==> src/rtl/pci_bus_arbiter.sv <==
// Round-robin PCI bus arbiter with bus parking and turnaround enforcement.
// Optional grant timeout is compiled in with `define PCI_ARB_TIMEOUT_EN.
module pci_bus_arbiter #(
    parameter int NUM_MASTERS = 4,
    parameter int PARK_MASTER = 0,
    parameter int GNT_TIMEOUT = 16
) (
    input  logic                   CLK,
    input  logic                   RST,
    input  logic [NUM_MASTERS-1:0] REQ,
    input  logic                   FRAME,
    input  logic                   IRDY,
    output logic [NUM_MASTERS-1:0] GNT,
    output logic [2:0]             OWNER,
    output logic                   BUS_BUSY,
    output logic                   TIMEOUT
);

    if (NUM_MASTERS < 2 || NUM_MASTERS > 8) begin : g_bad_num_masters
        $error("NUM_MASTERS must be in 2..8");
    end
    if (PARK_MASTER < 0 || PARK_MASTER >= NUM_MASTERS) begin : g_bad_park_master
        $error("PARK_MASTER must index an existing master");
    end
    if (GNT_TIMEOUT < 2 || GNT_TIMEOUT > 255) begin : g_bad_gnt_timeout
        $error("GNT_TIMEOUT must be in 2..255");
    end

    localparam logic [2:0] PARK_IDX = 3'(PARK_MASTER);
    localparam logic [2:0] LAST_RST = 3'(NUM_MASTERS - 1);

    typedef enum logic [2:0] {IDLE, PARK, GRANT, XFER, TURN} state_t;

    state_t                   state_reg, state_next;
    logic [2:0]               owner_reg, owner_next;
    logic [2:0]               last_reg, last_next;
    logic [NUM_MASTERS-1:0]   gnt_reg, gnt_next;
    logic [NUM_MASTERS-1:0]   req_act, owner_hit, park_onehot, rot;
    logic                     owner_req, park_req, other_req, any_req, drive_next;
    logic [2:0]               start, winner;
    int                       w;

    assign req_act = ~REQ;

    for (genvar gi = 0; gi < NUM_MASTERS; gi++) begin : g_decode
        assign owner_hit[gi]   = (owner_reg == 3'(gi));
        assign park_onehot[gi] = (gi == PARK_MASTER);
        assign gnt_next[gi]    = ~(drive_next && (owner_next == 3'(gi)));
    end

    assign owner_req = |(req_act & owner_hit);
    assign park_req  = |(req_act & park_onehot);
    assign other_req = |(req_act & ~park_onehot);
    assign any_req   = |req_act;

    // Rotate requests so bit 0 is the master right after LAST, then take the lowest set bit.
    always_comb begin
        start  = (last_reg >= LAST_RST) ? 3'd0 : last_reg + 3'd1;
        rot    = NUM_MASTERS'({req_act, req_act} >> start);
        winner = 3'd0;
        w      = 0;
        for (int k = NUM_MASTERS - 1; k >= 0; k--) begin
            if (rot[k]) begin
                w = int'(start) + k;
                if (w >= NUM_MASTERS) w = w - NUM_MASTERS;
                winner = 3'(w);
            end
        end
    end

`ifdef PCI_ARB_TIMEOUT_EN
    logic [7:0] cnt_reg, cnt_next;
    logic       timeout_reg, timeout_next;
`endif

    always_comb begin
        state_next = state_reg;
        owner_next = owner_reg;
        last_next  = last_reg;
`ifdef PCI_ARB_TIMEOUT_EN
        cnt_next     = cnt_reg;
        timeout_next = 1'b0;
`endif
        case (state_reg)
            IDLE: begin
                if (!FRAME) begin
                    state_next = XFER;
                end else if (any_req) begin
                    state_next = GRANT;
                    owner_next = winner;
                end else begin
                    state_next = PARK;
                    owner_next = PARK_IDX;
                end
            end
            PARK: begin
                if (!FRAME)         state_next = XFER;
                else if (other_req) state_next = IDLE;
                else if (park_req)  state_next = GRANT;
            end
            GRANT: begin
                if (!FRAME) begin
                    state_next = XFER;
                end else if (!owner_req) begin
                    state_next = IDLE;
`ifdef PCI_ARB_TIMEOUT_EN
                end else if (IRDY) begin
                    if (cnt_reg == 8'(GNT_TIMEOUT - 1)) begin
                        state_next   = IDLE;
                        timeout_next = 1'b1;
                        last_next    = owner_reg;
                    end else begin
                        cnt_next = cnt_reg + 8'd1;
                    end
`endif
                end
            end
            XFER: begin
                if (FRAME) state_next = TURN;
            end
            TURN: begin
                if (!FRAME)    state_next = XFER;
                else if (IRDY) state_next = IDLE;
            end
            default: state_next = IDLE;
        endcase

        if (state_next == XFER && state_reg != XFER) last_next = owner_next;
`ifdef PCI_ARB_TIMEOUT_EN
        if (state_next == GRANT && state_reg != GRANT) cnt_next = 8'd0;
`endif
    end

    assign drive_next = (state_next == PARK) || (state_next == GRANT) || (state_next == XFER);

    always_ff @(posedge CLK or posedge RST) begin
        if (RST) begin
            state_reg <= IDLE;
            owner_reg <= PARK_IDX;
            last_reg  <= LAST_RST;
            gnt_reg   <= '1;
        end else begin
            state_reg <= state_next;
            owner_reg <= owner_next;
            last_reg  <= last_next;
            gnt_reg   <= gnt_next;
        end
    end

`ifdef PCI_ARB_TIMEOUT_EN
    always_ff @(posedge CLK or posedge RST) begin
        if (RST) begin
            cnt_reg     <= 8'd0;
            timeout_reg <= 1'b0;
        end else begin
            cnt_reg     <= cnt_next;
            timeout_reg <= timeout_next;
        end
    end
    assign TIMEOUT = timeout_reg;
`else
    assign TIMEOUT = 1'b0;
`endif

    assign GNT      = gnt_reg;
    assign OWNER    = owner_reg;
    assign BUS_BUSY = (state_reg == XFER) || (state_reg == TURN);

endmodule

==> config.mk <==
export PLATFORM = sky130hd
export DESIGN_NAME = pci_bus_arbiter
export DESIGN_NICKNAME = d
export VERILOG_FILES = /design/src/rtl/pci_bus_arbiter.sv
export SDC_FILE = /design/constraint.sdc
export NUM_CORES = 1
export LEC_CHECK = 0
export BUFFER_PORTS_ARGS = -buffer_cell sky130_fd_sc_hd__clkbuf_2
export CORE_ASPECT_RATIO = 1.2
export CORE_MARGIN = 2
export CORE_UTILIZATION = 55
export CTS_CLUSTER_DIAMETER = 80
export DETAILED_ROUTE_END_ITERATION = 16
export GPL_TIMING_DRIVEN = 0
export HOLD_SLACK_MARGIN = 0.1
export PLACE_DENSITY = 0.78
export SLEW_MARGIN = 20
export SYNTH_ARGS = -nofsm -noshare
export SYNTH_HDL_FRONTEND = slang
export SYNTH_SLANG_ARGS = --single-unit
export TNS_END_PERCENT = 30
==> constraint.sdc <==
create_clock -name CLK -period 5.08 [get_ports CLK]
set_clock_uncertainty 0.1 [all_clocks]
set_input_delay 0.254 -clock CLK [delete_from_list [all_inputs] [get_ports CLK]]
set_output_delay 0.254 -clock CLK [all_outputs]
set_load 0.1 [all_outputs]
Word level (Yosys, flattened, before mapping). Index checks and enable logic that the tools add are counted. Widths: inputs -> output; s select.

Magnitude comparators: 5. Equality and inequality tests: 14. Reductions and logical operators: 14. Add/sub/neg operators: 8. Muxes and demuxes: 23. Shift operators: 1. Bitwise operators: 6.

Operators with widths (number): $mux 3 (20); $eq 3x2->1 const B (8); $pmux 3 s5 (1); $eq 3x1->1 const B (4); $ge 4x3->1 const B (3); $sub 3x3->3 const B (4); $logic_not 3->1 (3); $add 3x2->4 const B (2); $reduce_or 4->1 (2); $shr 8x3->4 (1); $logic_and 1x1->1 (5); $add 3x1->4 const B (1); $and 4x4->4 (1); $mux 2 (2); $not 1->1 (4); $not 4->4 (1); $add 3x1->3 const B (1); $eq 3x3->1 const B (1); $ge 3x2->1 const B (1); $ge 3x3->1 const B (1); $logic_or 1x1->1 (3); $ne 3x2->1 const B (1); $reduce_or 3->1 (1).

Logic and storage cells: 75. Register bits after elaboration: 13. Bits of input ports: 8. Output and inout bits: 9.

Logic depth before layout (Yosys ltp). Gate-level depths: netlist of run 1.

Word-level depth: 15. Gate-level depth with buffers: 11. Mapped depth without buffers: 9.

Worst setup path after synthesis of run 1. Ideal clock, no wire load.

Path type: reg2out. From: reg state_reg[0]. To: out BUS_BUSY. Buffers on the path: 1. Cell stages (with the launch flop): 4. Setup slack: 1.962 ns. Required time: 4.726 ns. Data arrival time: 2.764 ns. Path through: dfrtp_1 > clkbuf_1 > nand2_1 > o21ai_0.

Cells in the longest elaborated chain, start to end: 2. Elaborated cells on any way between the ends: 3. Those cells by class: 2 x eq/ne; 1 x reduce/logical.

RTL lines: start, declared (RTL line 34) `state_t state_reg, state_next;`; start signal, assigned (RTL line 143) `state_reg <= state_next;`; $eq 3x2->1 or $eq 3x3->1 (tied branches) (RTL line 167) `assign BUS_BUSY = (state_reg == XFER) || (state_reg == TURN);`; $logic_or 1x1->1 (*) (RTL line 167); end, declared (RTL line 15) `output logic BUS_BUSY,`.

Every way passes the cells marked *; elsewhere a longest branch is shown, timed or not.

Final worst setup path of run 1.
From: reg last_reg[1]. To: reg gnt_reg[0], in the netlist GNT[0].

Cells in the longest elaborated chain, start to end: 15. Elaborated cells on any way between the ends: 29. Those cells by class: 8 x add/sub; 5 x order compare; 1 x shift; 12 x mux; 1 x bitwise; 2 x reduce/logical.

RTL lines: start, declared (RTL line 36) `logic [2:0] last_reg, last_next;`; start signal, assigned (RTL line 145) `last_reg <= last_next;`; $add 3x1->3 or $ge 3x2->1 (tied branches) (RTL line 58) `start = (last_reg >= LAST_RST) ? 3'd0 : last_reg + 3'd1;`; $mux 3 (*) (RTL line 58); $add 3x2->4 (RTL line 64) `w = int'(start) + k;`; $ge 4x3->1 or $sub 3x3->3 (tied branches) (RTL line 65) `if (w >= NUM_MASTERS) w = w - NUM_MASTERS;`; $mux 3 (RTL line 65); $mux 3 (3 in series) (RTL line 63) `if (rot[k]) begin`; $mux 3 (*) (RTL line 63); $mux 3 (*) (RTL line 88) `end else if (any_req) begin`; $mux 3 (*) (RTL line 86) `if (!FRAME) begin`; $mux 3 (*) (RTL line 84) `case (state_reg)`; named net owner_next[1] (RTL line 35) `logic [2:0] owner_reg, owner_next;`; $logic_not 3->1 (*) (RTL line 48) `assign gnt_next[gi] = ~(drive_next && (owner_next == 3'(gi)));`; $logic_and 1x1->1 (*) (RTL line 48); $not 1->1 (*) (RTL line 48); named net gnt_next[0] (RTL line 37) `logic [NUM_MASTERS-1:0] gnt_reg, gnt_next;`; end signal, assigned (RTL line 146) `gnt_reg <= gnt_next;`; end, declared (RTL line 37).

Mark *: on every way through the listed nets, which the timed path passes. The rest lies on a longest branch. A chain may end at the register's enable or synchronous reset.

==> results.md, run 1 <==
- Status: finished clean
- Grt total ovfl: 0
- Initial DRC Count: 35
- Synthesized area: 1060 µm²
- WL per Instance: 15.2 µm
- Worst Path Required: 5.18 ns
- TritonCTS Buffers: 3
- Postcts setup bufs: 0
- Clock Tree Buf Depth: 2
- Nets: 151
- First-pass GRT wire length: 4.04 mm
- Pins over their slew limit: 0
- Critical path capture point type: flip-flop
- Global-route met1 utilization: 0.298
- Seq/Total Area, Yosys: 0.313
- Number of port buffers: 14
- Gpl congestion: 0.836
- Share of post-route cells with drive strength above 1: 0.281
- Clk_lat worst skew: 0.27 ns
- Critical path class: flip-flop to flip-flop
- Slew @ Worst Pin: 0.552 ns
- Total Routed Length: 2.40 mm
- Root buffer cell: clkbuf_4
- Overall routing resource usage: 0.233
- Final setup viols: 0
- Hold crit path type: input port to flip-flop
- Vias: 997
- Async S/R FF share, synth: 1.00
- Yosys Warn Count: 0
- CTS Hold Bufs: 1
- FF+latch count, synth: 13
- Multi-input combinational cell area: 657 µm²
- Die extent in x: 44.1 µm
- Routed Antenna Nets: 0
- Die height: 52.2 µm
- Number of synthesized flops with an enable pin: 0
- Startpoint Class: flip-flop
- Clock sink total: 13
- Period minus WS final: 2.98 ns
- Syn_area_per_cell: 8.86 µm²
- Final Hold Fails: 0
- CTS tree: yes
- Register area: 333 µm²
- Layout area overhead: 12.2%
- Most Crowded Layer GR: met2
- Max reg flops: 4
- Final period util: 0.587
- RSZ-0062 raised after global routing: no
- DRC Markers: 0
- Vias in the first global route: 897
- CP max FO: 8
- I/O pin count: 17
- Mapped Cells: 120
- Syn nets: 131
- Worst slew margin: 0.622
- Synth cell types: 53
- Core Area: 1830 µm²
- # H-tree levels: 1
- Diodes inserted: 0
- Grt met3 use: 0.0448
- Die area: 2300 µm²
- Maximum clock rate: 336 MHz
- CP arrival: 3.08 ns
- Reg clk slew, reported paths: 0.08 ns
- Ys flop type: dfrtp_1
- Met2 usage: 0.417
- Largest net degree at the start of global routing: 14
- Via density: 6.31
- Row cnt: 17
- Post-Route Setup TNS: 0 ns
- HPWL Detailed: 1.87 mm
- Initial DRT Pass Iterations: 4
- Post-CTS sizing: 0
- Layout fillers: 155
- Max-cap viol count: 0
- Initial Util: 0.581
- Initial antenna violation count: 0
-- cell usage after synthesis, types with 2 or more instances --
master | n | area [µm²]
a21boi_0 | 3 | 22.5
nand3_1 | 3 | 15.0
nand3b_1 | 2 | 15.0
ha_1 | 3 | 37.5
nor3b_1 | 2 | 15.0
o31ai_1 | 3 | 22.5
and2_1 | 4 | 25.0
clkbuf_1 | 4 | 15.0
nand2_1 | 11 | 41.3
o22ai_1 | 3 | 18.8
a31oi_1 | 3 | 18.8
inv_1 | 4 | 15.0
mux2_2 | 2 | 22.5
dfstp_2 | 6 | 158
nor2_1 | 8 | 30.0
o21ai_0 | 8 | 40.0
buf_6 | 2 | 22.5
a21oi_1 | 6 | 30.0
dfrtp_1 | 7 | 175
nor2b_1 | 2 | 12.5
nand2b_1 | 2 | 12.5
-- area by class of cell --
cell class / instances / area share
tap: 19 / 0.0199
multi-input combinational: 94 / 0.550
inverter: 5 / 0.0199
clock buffer: 4 / 0.0220
timing repair buffer: 15 / 0.0671
buffer: 8 / 0.0419
sequential: 13 / 0.279
-- placed cells by master (no fill, tap or decap), types with 3 or more instances in the layout --
cell type  count
o31ai_1        3
nand2_1       11
nor2_1         8
and2_1         4
ha_1           3
o21ai_0        8
nand3_1        3
clkbuf_1       5
a21oi_1        6
dfrtp_1        7
o22ai_1        3
inv_1          4
clkbuf_2      14
a21boi_0       3
dfstp_2        6
clkbuf_4       3
a31oi_1        3
-- stage by stage --
step                      cells  setup WS [ns]   util  hold WS (ns)  instance area, µm²
after floorplan             120           1.96      -        0.0267                1060
after global placement      153           2.22  0.633         0.152                1160
after detailed placement    153           2.14  0.633         0.167                1160
after CTS                   158           2.14  0.653         0.232                1190
after global routing        158           1.89  0.653         0.248                1190
final                       158           2.10  0.653         0.234                1190
-- worst max-delay path, stage by stage, from the launching register on --
cell and delay [ns]:
dfstp_2 0.40, ha_1 0.18, ha_1 0.26, nor3b_1 0.41
nand2_1 0.22, ha_1 0.37, a311oi_1 0.06, o2111ai_1 0.24
o2111ai_2 0.24, or3b_1 0.42
-- logic make-up (layout without fill, tap and decap cells) --
| logic type | after synthesis | after routing | share of synthesized area |
|---|---|---|---|
| muxes | 5 | 5 | 0.0647 |
| DFF | 13 | 13 | 0.313 |
| adders and majority gates | 3 | 3 | 0.0353 |
| and+or+nand+nor | 41 | 41 | 0.208 |
| buffers and inverters | 13 | 32 | 0.0694 |
| other | 1 | 1 | 0.00353 |
| AOI/OAI and AO/OA | 44 | 44 | 0.306 |
-- metal layers --
| layer | routed length (µm) | share of wire |
|---|---|---|
| met5 | 0 | 0 |
| met4 | 19 | 0.0079 |
| met3 | 77 | 0.032 |
| met2 | 1310 | 0.54 |
| met1 | 997 | 0.42 |
-- final timing paths --
path,start,slack [ns],endpoint,cells after the start
max,last_reg[1],2.10,GNT[0],9
min,IRDY,0.23,state_reg[2],3
max reg2reg,last_reg[1],2.10,GNT[0],9
min reg2reg,OWNER[2],0.49,OWNER[2],1
max in group asynchronous,RST,4.10,GNT[3],3
min in group asynchronous,RST,0.43,OWNER[2],3
Power of run 1 is left out: the tool's default activity adds up to more than one toggle a clock period on the data nets, which glitch-free logic cannot reach.
==> inputs of run 2 (changes only) <==
--- a/config.mk
+++ b/config.mk
@@ -8,12 +8,12 @@
 export BUFFER_PORTS_ARGS = -buffer_cell sky130_fd_sc_hd__clkbuf_2
 export CORE_ASPECT_RATIO = 1.2
 export CORE_MARGIN = 2
-export CORE_UTILIZATION = 55
+export CORE_UTILIZATION = 50
 export CTS_CLUSTER_DIAMETER = 80
 export DETAILED_ROUTE_END_ITERATION = 16
 export GPL_TIMING_DRIVEN = 0
 export HOLD_SLACK_MARGIN = 0.1
-export PLACE_DENSITY = 0.78
+export PLACE_DENSITY = 0.75
 export SLEW_MARGIN = 20
 export SYNTH_ARGS = -nofsm -noshare
 export SYNTH_HDL_FRONTEND = slang
==> constraint.sdc (replaced) <==
create_clock -name CLK -period 2.6 [get_ports CLK]
set_clock_uncertainty 0.1 [all_clocks]
set_input_delay 0.13 -clock CLK [delete_from_list [all_inputs] [get_ports CLK]]
set_output_delay 0.13 -clock CLK [all_outputs]
set_load 0.1 [all_outputs]
==> results.md, run 2 (same netlist as run 1, synthesis figures left out) <==
- TritonCTS Buffers: 3
- CP arrival: 2.80 ns
- Post-DP Area: 1160 µm²
- Worst Path Required: 2.69 ns
- Register area: 333 µm²
- Pins over their slew limit: 0
- Critical path class: flip-flop to flip-flop
- Nets: 162
- Worst R2R Start: last_reg[1]
- Failing checks: negative setup slack
- Initial Util: 0.525
- CTS tree: yes
- # H-tree levels: 1
- Diodes inserted: 0
- Reg clk slew, reported paths: 0.09 ns
- Max reg flops: 4
- Die area: 2510 µm²
- DRC Markers: 0
- CP max FO: 4
- Final setup viols: 3
- Max-cap viol count: 0
- Die extent in x: 46.1 µm
- Share of post-route cells with drive strength above 1: 0.387
- Vias in the first global route: 1,001
- WL per Instance: 16.7 µm
- Total Routed Length: 2.84 mm
- Post-Route Setup TNS: -0.177 ns
- Crit-path slowest cell: dfstp_2
- Final Hold Fails: 0
- Commonest cells after routing, fill and taps aside: clkbuf_2, nand2_1, buf_4
- Clk_lat worst skew: 0.27 ns
- Die height: 54.5 µm
- Row cnt: 18
- Layout area overhead: 31.2%
- Layout fillers: 165
- Crit path from: last_reg[1]
- Status: complete, but fails checks
- Root buffer cell: clkbuf_4
- Non-Filler Instances: 170
- Design area: 1400 µm²
- Multi-input combinational cell area: 761 µm²
- Period minus WS final: 2.71 ns
- Overall routing resource usage: 0.242
- Number of port buffers: 14
- Delay-heaviest family, CP: compound AO/OA/AOI/OAI gates
- Largest net degree at the start of global routing: 14
- Slowest stage delay, CP: 0.57 ns
- Gpl congestion: 0.863
- Routed Antenna Nets: 0
- Final period util: 1.04
- Clock sink total: 13
- CP most frequent cell: ha_4
- Maximum clock rate: 369 MHz
- Initial DRT Pass Iterations: 4
- I/O pin count: 17
- HPWL Detailed: 1.80 mm
- Via density: 6.30
- Worst Path Buf+Inv: 1
- Hold crit path type: input port to flip-flop
- Number of cells on the worst hold path: 4
- Worst slew margin: 0.634
- RSZ-0062 raised after global routing: yes
- Dpl cells: 154
- Critical-path cell list: ha_4 > ha_4 > a2111o_1 > buf_6 > a31o_4 > a211oi_4 > o31ai_4 > or3b_1
- Capturing point of the worst reg2reg path: GNT[0]
- Initial antenna violation count: 0
- Clock Tree Buf Depth: 2
- Final worst slack: -0.112 ns
- Vias: 1,071
- First-pass GRT wire length: 4.45 mm
- Initial DRC Count: 49
- Grt total ovfl: 0
- Slew @ Worst Pin: 0.535 ns
- Reg2reg setup slack: -0.11 ns
- Pre-CTS setup slack: -0.320 ns
- Hold endpoint: state_reg[1]
- R2r worst-path depth: 8
- Critical path capture point type: flip-flop
- HP Start: FRAME
- Most common cell after layout, fill and taps aside: clkbuf_2
- Startpoint Class: flip-flop
- Core Area: 2030 µm²
-- run 2: changes by cell type in the layout (fill, tap and decap cells not counted), sizes merged --
cell | before | now
dlygate4sd3 | 1 | 2
buf | 4 | 14
-- run 2: worst max-delay path by stage --
stage,cells past startpoint,slack [ns],end
after global routing,9,-0.19,GNT[3]
final,8,-0.11,GNT[0]
after global placement,10,-0.33,GNT[0]
after floorplan,10,-0.02,GNT[0]
after detailed placement,10,-0.32,GNT[0]
after CTS,11,0.01,GNT[0]
-- run 2: worst min-delay path: cells and delay by family --
kind | cells | cell delay, ns
compound gates | 3 | 0.29
buf+inv | 1 | 0.10
-- run 2: per-layer routing --
| metal | GRT usage | up-vias | share of wire |
|---|---|---|---|
| li1 | - | 510 | - |
| met1 | 0.293 | 511 | 0.41 |
| met2 | 0.421 | 42 | 0.51 |
| met3 | 0.0363 | 8 | 0.054 |
| met4 | 0.0952 | 0 | 0.025 |
| met5 | 0 | - | 0 |
-- run 2: what timing repair did --
item,CTS,global route
hold buffers,2,0
hold endpoints to repair,14,0
setup buffers,6,4
setup endpoints to repair,7,5
pin swaps,6,9
resized for setup,14,5
gates cloned,0,0
-- run 2: through the flow --
stage / hold slack [ns] / utilization
after floorplan: -0.0973 / -
after global placement: 0.0389 / 0.572
after detailed placement: 0.0509 / 0.572
after CTS: 0.181 / 0.658
after global routing: 0.195 / 0.688
final: 0.198 / 0.688
-- run 2: area by class of cell --
class,count,area share
clock buffer,4,0.0188
buffer,8,0.0359
tap,20,0.0179
sequential,13,0.239
inverter,5,0.0224
timing repair buffer,26,0.121
multi-input combinational,94,0.545
Power of run 2 is left out for the same reason.
==> inputs of run 3 (changes only) <==
--- a/config.mk
+++ b/config.mk
@@ -9,9 +9,7 @@
 export CORE_ASPECT_RATIO = 1.2
 export CORE_MARGIN = 2
 export CORE_UTILIZATION = 50
-export CTS_CLUSTER_DIAMETER = 80
 export DETAILED_ROUTE_END_ITERATION = 16
-export GPL_TIMING_DRIVEN = 0
 export HOLD_SLACK_MARGIN = 0.1
 export PLACE_DENSITY = 0.75
 export SLEW_MARGIN = 20
==> results.md, run 3 (same netlist as run 1, synthesis figures left out) <==
- Status: finished clean
- Dpl cells: 163
- Die extent in x: 46.1 µm
- Layout area overhead: 28.6%
- Delay-heaviest family, CP: compound AO/OA/AOI/OAI gates
- Gpl congestion: 0.954
- Postcts setup bufs: 0
- Die area: 2510 µm²
- Max reg flops: 4
- RSZ-0062 raised after global routing: yes
- Reg2reg setup slack: 0.04 ns
- Vias in the first global route: 1,018
- Root buffer cell: clkbuf_4
- TritonCTS Buffers: 3
- Initial Util: 0.525
- Final period util: 0.983
- Worst Path Buf+Inv: 2
- Total Routed Length: 2.86 mm
- Final worst slack: 0.0450 ns
- Largest net degree at the start of global routing: 14
- Worst slew margin: 0.637
- Share of post-route cells with drive strength above 1: 0.423
- Most common cell after layout, fill and taps aside: buf_4
- Number of port buffers: 15
- Final setup viols: 0
- Non-Filler Instances: 169
- Pre-CTS setup slack: -0.0934 ns
- Worst Path Required: 2.70 ns
- Layout fillers: 172
- CTS tree: yes
- Startpoint Class: flip-flop
- Initial DRT Pass Iterations: 4
- I/O pin count: 17
- Hold crit path type: input port to flip-flop
- Commonest cells after routing, fill and taps aside: buf_4, clkbuf_2, nand2_1
- Critical path class: flip-flop to flip-flop
- Clock sink total: 13
- Core Area: 2030 µm²
- Die height: 54.5 µm
- Period minus WS final: 2.56 ns
- CP arrival: 2.66 ns
- Final Hold Fails: 0
- Via density: 6.21
- Grt total ovfl: 0
- Diodes inserted: 0
- Overall routing resource usage: 0.250
- CP max FO: 6
- WL per Instance: 16.9 µm
- Vias: 1,049
- Initial antenna violation count: 0
- Slowest stage delay, CP: 0.39 ns
- Crit-path slowest cell: dfstp_2
- HPWL Detailed: 2.11 mm
- Clk_lat worst skew: 0.28 ns
- Initial DRC Count: 26
- Routed Antenna Nets: 0
- Register area: 333 µm²
- Reg clk slew, reported paths: 0.08 ns
- Maximum clock rate: 391 MHz
- Clock Tree Buf Depth: 2
- Row cnt: 18
- Multi-input combinational cell area: 744 µm²
- Slew @ Worst Pin: 0.547 ns
- Critical-path cell list: ha_4 > ha_4 > or3_4 > buf_4 > a221o_1 > a311oi_2 > o2111ai_1 > o2111ai_2 > buf_4 > nand3b_1
- Max-cap viol count: 0
- First-pass GRT wire length: 4.50 mm
- DRC Markers: 0
- Pins over their slew limit: 0
- Critical path capture point type: flip-flop
- Nets: 161
- # H-tree levels: 1
run 3: changes by cell type in the layout (fill, tap and decap cells not counted), sizes merged:
| cell | before | now |
|---|---|---|
| buf | 14 | 16 |
| clkbuf | 22 | 19 |
run 3: final timing paths:
check	startpoint	end	cells past startpoint
max	last_reg[0]	GNT[2]	10
min	IRDY	state_reg[2]	3
max reg2reg	last_reg[0]	GNT[2]	10
min reg2reg	state_reg[1]	state_reg[1]	1
max in group asynchronous	RST	last_reg[0]	3
min in group asynchronous	RST	state_reg[1]	3
run 3: layout make-up:
cell class | instances | share of cell area
inverter | 5 | 0.0174
multi-input combinational | 94 | 0.544
sequential | 13 | 0.243
clock buffer | 4 | 0.0192
timing repair buffer | 33 | 0.157
tap | 20 | 0.0183
run 3: timing repair:
action,CTS,global route
endpoints found under the setup margin,6,6
pin swaps,2,2
endpoints found under the hold margin,14,0
hold buffers,2,0
resized for setup,7,8
run 3: per-layer routing:
metal,track usage,vias to the layer above,routed length (µm)
met3,0.0297,4,70
met5,0,-,0
met4,0.105,0,32
met2,0.449,18,1590
met1,0.295,517,1170
li1,-,510,-
run 3: tightest hold or removal path: cells and delay by family:
| family | cells | cell delay (ns) |
|---|---|---|
| AOI/OAI and AO/OA | 1 | 0.06 |
| buffers and inverters | 1 | 0.10 |
| and+or+nand+nor | 1 | 0.15 |
run 3: per-stage QoR:
stage	hold slack [ns]	cell area (µm²)	utilization	setup TNS [ns]
final	0.103	1370	0.675	0
after global routing	0.108	1370	0.675	-0.0981
after CTS	0.102	1320	0.651	0
after detailed placement	0.0528	1230	0.609	-0.347
after global placement	0.0334	1230	0.609	-0.317
after floorplan	-0.0973	1060	-	-0.0211
Power of run 3 is left out for the same reason.
